## config.mk

```make
export PLATFORM = sky130hd
export DESIGN_NAME = clmul_seq
export DESIGN_NICKNAME = d
export VERILOG_FILES = /design/src/rtl/clmul_seq.sv
export SDC_FILE = /design/constraint.sdc
export NUM_CORES = 1
export LEC_CHECK = 0
export BUFFER_PORTS_ARGS = -buffer_cell sky130_fd_sc_hd__clkbuf_2
export CAP_MARGIN = 20
export CORE_MARGIN = 4
export CORE_UTILIZATION = 25
export DETAILED_ROUTE_END_ITERATION = 7
export PLACE_DENSITY_LB_ADDON = 0.1
export SLEW_MARGIN = 20
export SYNTH_ARGS = -nofsm -noshare
export SYNTH_HDL_FRONTEND = slang
export SYNTH_SLANG_ARGS = --single-unit
export TNS_END_PERCENT = 1
```

## constraint.sdc

```tcl
create_clock -name clk -period 2.72 [get_ports clk]
set_input_delay 0.272 -clock clk [delete_from_list [all_inputs] [get_ports clk]]
set_output_delay 0.272 -clock clk [all_outputs]
set_load 0.01 [all_outputs]
```

## src/rtl/clmul_seq.sv

```systemverilog
// Sequential carry-less multiplier (Zbc clmul/clmulh/clmulr), STEP multiplier bits per cycle.
// The high and reversed variants reuse the low-half datapath by bit-reversing the operands and the product.
module clmul_seq #(
  parameter int WIDTH = 32,
  parameter int STEP  = 1
) (
  input  logic             clk,
  input  logic             resetn,
  input  logic             Start,
  input  logic [1:0]       Funct,
  input  logic [WIDTH-1:0] A,
  input  logic [WIDTH-1:0] B,
  input  logic             Flush,
  output logic             Busy,
  output logic             Done,
  output logic [WIDTH-1:0] Result
);

  localparam int            NSTEPS = WIDTH / STEP;
  localparam int            CW     = (NSTEPS > 1) ? $clog2(NSTEPS) : 1;
  localparam logic [CW-1:0] LAST   = CW'(NSTEPS - 1);

  typedef enum logic [1:0] {IDLE, RUN, DONE} state_e;

  state_e           state_q, state_d;
  logic [WIDTH-1:0] mcand_q, mcand_d;
  logic [WIDTH-1:0] mplr_q, mplr_d;
  logic [WIDTH-1:0] acc_q, acc_d;
  logic [WIDTH-1:0] result_q, result_d;
  logic [CW-1:0]    cnt_q, cnt_d;
  logic [1:0]       funct_q, funct_d;
  logic             done_q, done_d;
  logic [WIDTH-1:0] step_acc;
  logic             rev_ops;

  function automatic logic [WIDTH-1:0] bit_rev(input logic [WIDTH-1:0] x);
    logic [WIDTH-1:0] r;
    r = '0;
    for (int i = 0; i < WIDTH; i++) r[i] = x[WIDTH-1-i];
    return r;
  endfunction

  assign rev_ops = (Funct == 2'b01) || (Funct == 2'b10);

  // Accumulator value after consuming the next STEP multiplier bits.
  always_comb begin
    step_acc = acc_q;
    for (int j = 0; j < STEP; j++) begin
      if (mplr_q[j]) step_acc = step_acc ^ (mcand_q << j);
    end
  end

  always_comb begin
    state_d  = state_q;
    mcand_d  = mcand_q;
    mplr_d   = mplr_q;
    acc_d    = acc_q;
    result_d = result_q;
    cnt_d    = cnt_q;
    funct_d  = funct_q;
    done_d   = 1'b0;

    case (state_q)
      IDLE: begin
        if (Start && !Flush) begin
          state_d = RUN;
          mcand_d = rev_ops ? bit_rev(A) : A;
          mplr_d  = rev_ops ? bit_rev(B) : B;
          funct_d = Funct;
          acc_d   = '0;
          cnt_d   = '0;
        end
      end
      RUN: begin
        acc_d   = step_acc;
        mcand_d = mcand_q << STEP;
        mplr_d  = mplr_q >> STEP;
        cnt_d   = (cnt_q == LAST) ? '0 : cnt_q + CW'(1);
        if (cnt_q == LAST) begin
          state_d = DONE;
          done_d  = 1'b1;
          case (funct_q)
            2'b01:   result_d = bit_rev(step_acc) >> 1;
            2'b10:   result_d = bit_rev(step_acc);
            default: result_d = step_acc;
          endcase
        end
      end
      DONE:    state_d = IDLE;
      default: state_d = IDLE;
    endcase

    // An abort must leave the previously delivered Result untouched.
    if (Flush) begin
      state_d  = IDLE;
      done_d   = 1'b0;
      result_d = result_q;
    end
  end

  always_ff @(posedge clk or negedge resetn) begin
    if (!resetn) begin
      state_q  <= IDLE;
      mcand_q  <= '0;
      mplr_q   <= '0;
      acc_q    <= '0;
      result_q <= '0;
      cnt_q    <= '0;
      funct_q  <= 2'b00;
      done_q   <= 1'b0;
    end else begin
      state_q  <= state_d;
      mcand_q  <= mcand_d;
      mplr_q   <= mplr_d;
      acc_q    <= acc_d;
      result_q <= result_d;
      cnt_q    <= cnt_d;
      funct_q  <= funct_d;
      done_q   <= done_d;
    end
  end

  assign Busy   = (state_q != IDLE);
  assign Done   = done_q;
  assign Result = result_q;

endmodule
```

==> results.tsv <==
metric	value	unit
status	finished clean	
Worst VDD drop	379	µV
worst min-delay path class	in2reg	
placed cell areas	0.00804	mm²
I/O Pins	104	
WP depth	8	
vias in the first global route	5820	
DRT iter0 DRCs	510	
Hold Fails Final Rpt	0	
WP buf/inv	2	
placed cell count	1193	
Die H	176	µm
ranking of synthesized cells by area	dfrtp_1 49%, nand2_1 10%, a221o_1 9.0%	
Synth Area in Simple Gates	11.6	%
post-layout min period	2.07	ns
Detail Placement HPWL	13900	µm
PortBufs	103	
WL per Instance	17.0	µm
area grow syn2layout	23.0	%
Req. time, crit path	3.01	ns
FMAX	0.482	GHz
Final WS setup	0.647	ns
Clock Path Buffers	2	
setup repair after global routing missed its margin	false	
vias per cell	4.86	
Synth Area in Compound Gates	29.1	%
Final Core Density	31.2	%
syn_area_per_cell	9.22	µm²
adder-cell share of the synthesized area	0.889	%
fin crit share	76.2	%
hold depth	2	
first-pass GRT wire length	33700	µm
Post-Synthesis Cells	763	
WHS	0.0856	ns
Hold Crit Endpoint	state_q[0]$_DFFE_PN0P_	
WS Path Type	reg2reg	
Design Area, Final	0.00866	mm²
core area	0.0278	mm²
Arrival @ worst endpoint	2.36	ns
dpl ws	0.645	ns
# diodes	0	
EDFF count, synth	0	
final WL	20900	µm
Final Slew Violations	0	
CTS tree	done	
Finished Layout Cells	1226	
GRT Total Usage	13.5	%
reg2reg path depth	8	
Synth top cells by count	188 x nand2_1, 138 x dfrtp_1, 93 x a21oi_1	
# setup viols final	0	
Cell variety after synth	32	
CTS Root Cell	clkbuf_16	
cell taking the most area after synthesis	dfrtp_1	
largest net degree at the start of global routing	100	
Cell Rows	61	
Post-Synth XOR/XNOR Area	4.48	%
critical path, cell by cell	ha_1, and3_1, ha_1, nand3b_1, buf_12, inv_1, o21ai_0, o21ai_0	
Top delay family on crit path	buffers and inverters	
Initial Util	25.3	%
DRC	0	
setup TNS	0	ns
via count	5958	
most common cell in the netlist	nand2_1	
CP max stage delay	0.40	ns
P_leak	3.81	nW
post-cts resize count	0	
TritonRoute pass-1 iters	7	
multiplexer share of the synthesized area	0.765	%
power per cell area	750	mW/mm²
Worst Tran Pin Value	0.740	ns
Die X	176	µm
htree depth	4	
clock latency on the worst-skew pair	0.42	ns
reg2reg start	cnt_q[0]$_DFFE_PN0P_	
crit path capture type	flip-flop	
CP max FO	52	
fraction of layout cells with a size suffix above 1	19.2	%
Post-Syn Nets	838	
sequential cell area fraction in the yosys report	49.1	%
Synth Flop Type	dfrtp_1	
R2R Path End	Result[1]$_DFFE_PN0P_	
R2R setup slack	0.65	ns
beginning of the worst hold path	Flush	
synth warn	0	
Worst slew margin	50.7	%
clock sinks	138	
Yosys reg bits	138	
Pwr Total	6.49	mW
Yosys top cell area share	49.1	%
Reg clk slew, reported paths	0.06	ns
largest family of logic cells by synthesized area	compound AO/OA/AOI/OAI gates	
Die ar.	0.0309	mm²
MaxCap Viol Count	0	
GRT Residual Overflow	0	
Post-synth ARST share	100	%
antenna viol nets, final	0	
CP max stage cell	dfrtp_1	
cts bufs inserted	17	
fin nets	910	
final setup skew	0.0103	ns
CP startpoint kind	flip-flop	
initial antenna violation count	0	
Synth Cell Area	0.00704	mm²
Final GP Congestion	0.705	
## worst max-delay path by stage
stage,to,startpoint
final,Result[1]$_DFFE_PN0P_,cnt_q[0]$_DFFE_PN0P_
after global routing,Result[1]$_DFFE_PN0P_,cnt_q[0]$_DFFE_PN0P_
after CTS,Result[1]$_DFFE_PN0P_,cnt_q[0]$_DFFE_PN0P_
after detailed placement,Result[1]$_DFFE_PN0P_,cnt_q[0]$_DFFE_PN0P_
after global placement,Result[30]$_DFFE_PN0P_,funct_q[0]$_DFFE_PN0P_
after floorplan,Result[29]$_DFFE_PN0P_,funct_q[0]$_DFFE_PN0P_
## where the power goes
part	leakage (nW)	switching, mW	internal, mW
clock	0.294	0.953	1.48
combinational	1.68	0.836	0.573
sequential	1.83	0.300	2.35
total	3.81	2.09	4.40
## layout make-up
cell class / count / area [µm²]
sequential: 138 / 3450
tap: 378 / 473
timing repair buffer: 121 / 754
fill: 2949 / 19100
clock inverter: 13 / 168
clock buffer: 19 / 443
inverter: 4 / 15.0
multi-input combinational: 553 / 3350
## timing repair
action,CTS,global route
hold buffers,1,0
buffers inserted,0,0
endpoints found under the hold margin,48,0
## routing by layer
layer / part of all wire, % / track usage [%] / wire (µm) / vias up
met3: 4.7 / 2.76 / 973 / 9
met2: 39 / 17.5 / 8060 / 165
li1: - / - / - / 2969
met4: 0.81 / 3.35 / 169 / 0
met1: 56 / 22.4 / 11700 / 2815
met5: 0 / 0 / 0 / -
## worst reg2reg max path, delay by kind of cell (launching register included)
kind                     cells  cell delay (ns)
buffers and inverters        2             0.54
adder cells (fa/ha/maj)      2             0.42
flip-flops                   1             0.40
AND/OR/NAND/NOR              2             0.34
AO/OA/AOI/OAI                2             0.25
## placed cells by master, fill, tap and decap left out, drive strengths merged, types with 3 or more instances in the layout
| cell type | count |
|---|---|
| nor2b | 4 |
| clkbuf | 121 |
| a221o | 63 |
| clkinv | 5 |
| mux2 | 3 |
| o31ai | 30 |
| a21oi | 93 |
| inv | 7 |
| dfrtp | 138 |
| nand2 | 188 |
| a222oi | 19 |
| xnor2 | 34 |
| bufinv | 3 |
| ha | 5 |
| nand3 | 3 |
| o21ai | 75 |
| buf | 18 |
| a221oi | 11 |
| nand2b | 3 |
| a22o | 5 |
| nor2 | 4 |
## sequential cells by signal, indices dropped and copies added, names as in the netlist
register,flops
mcand_q,32
funct_q,2
mplr_q,32
acc_q,32
cnt_q,5
state_q,2
Result,32
Done,1
## cell families after synthesis
family	Yosys count
mux	5
xor+xnor	36
simple gates	208
compound gates	299
flops	138
buf+inv	72
fa+ha+maj	5
Note: power is estimated with default switching activity, not from simulation.
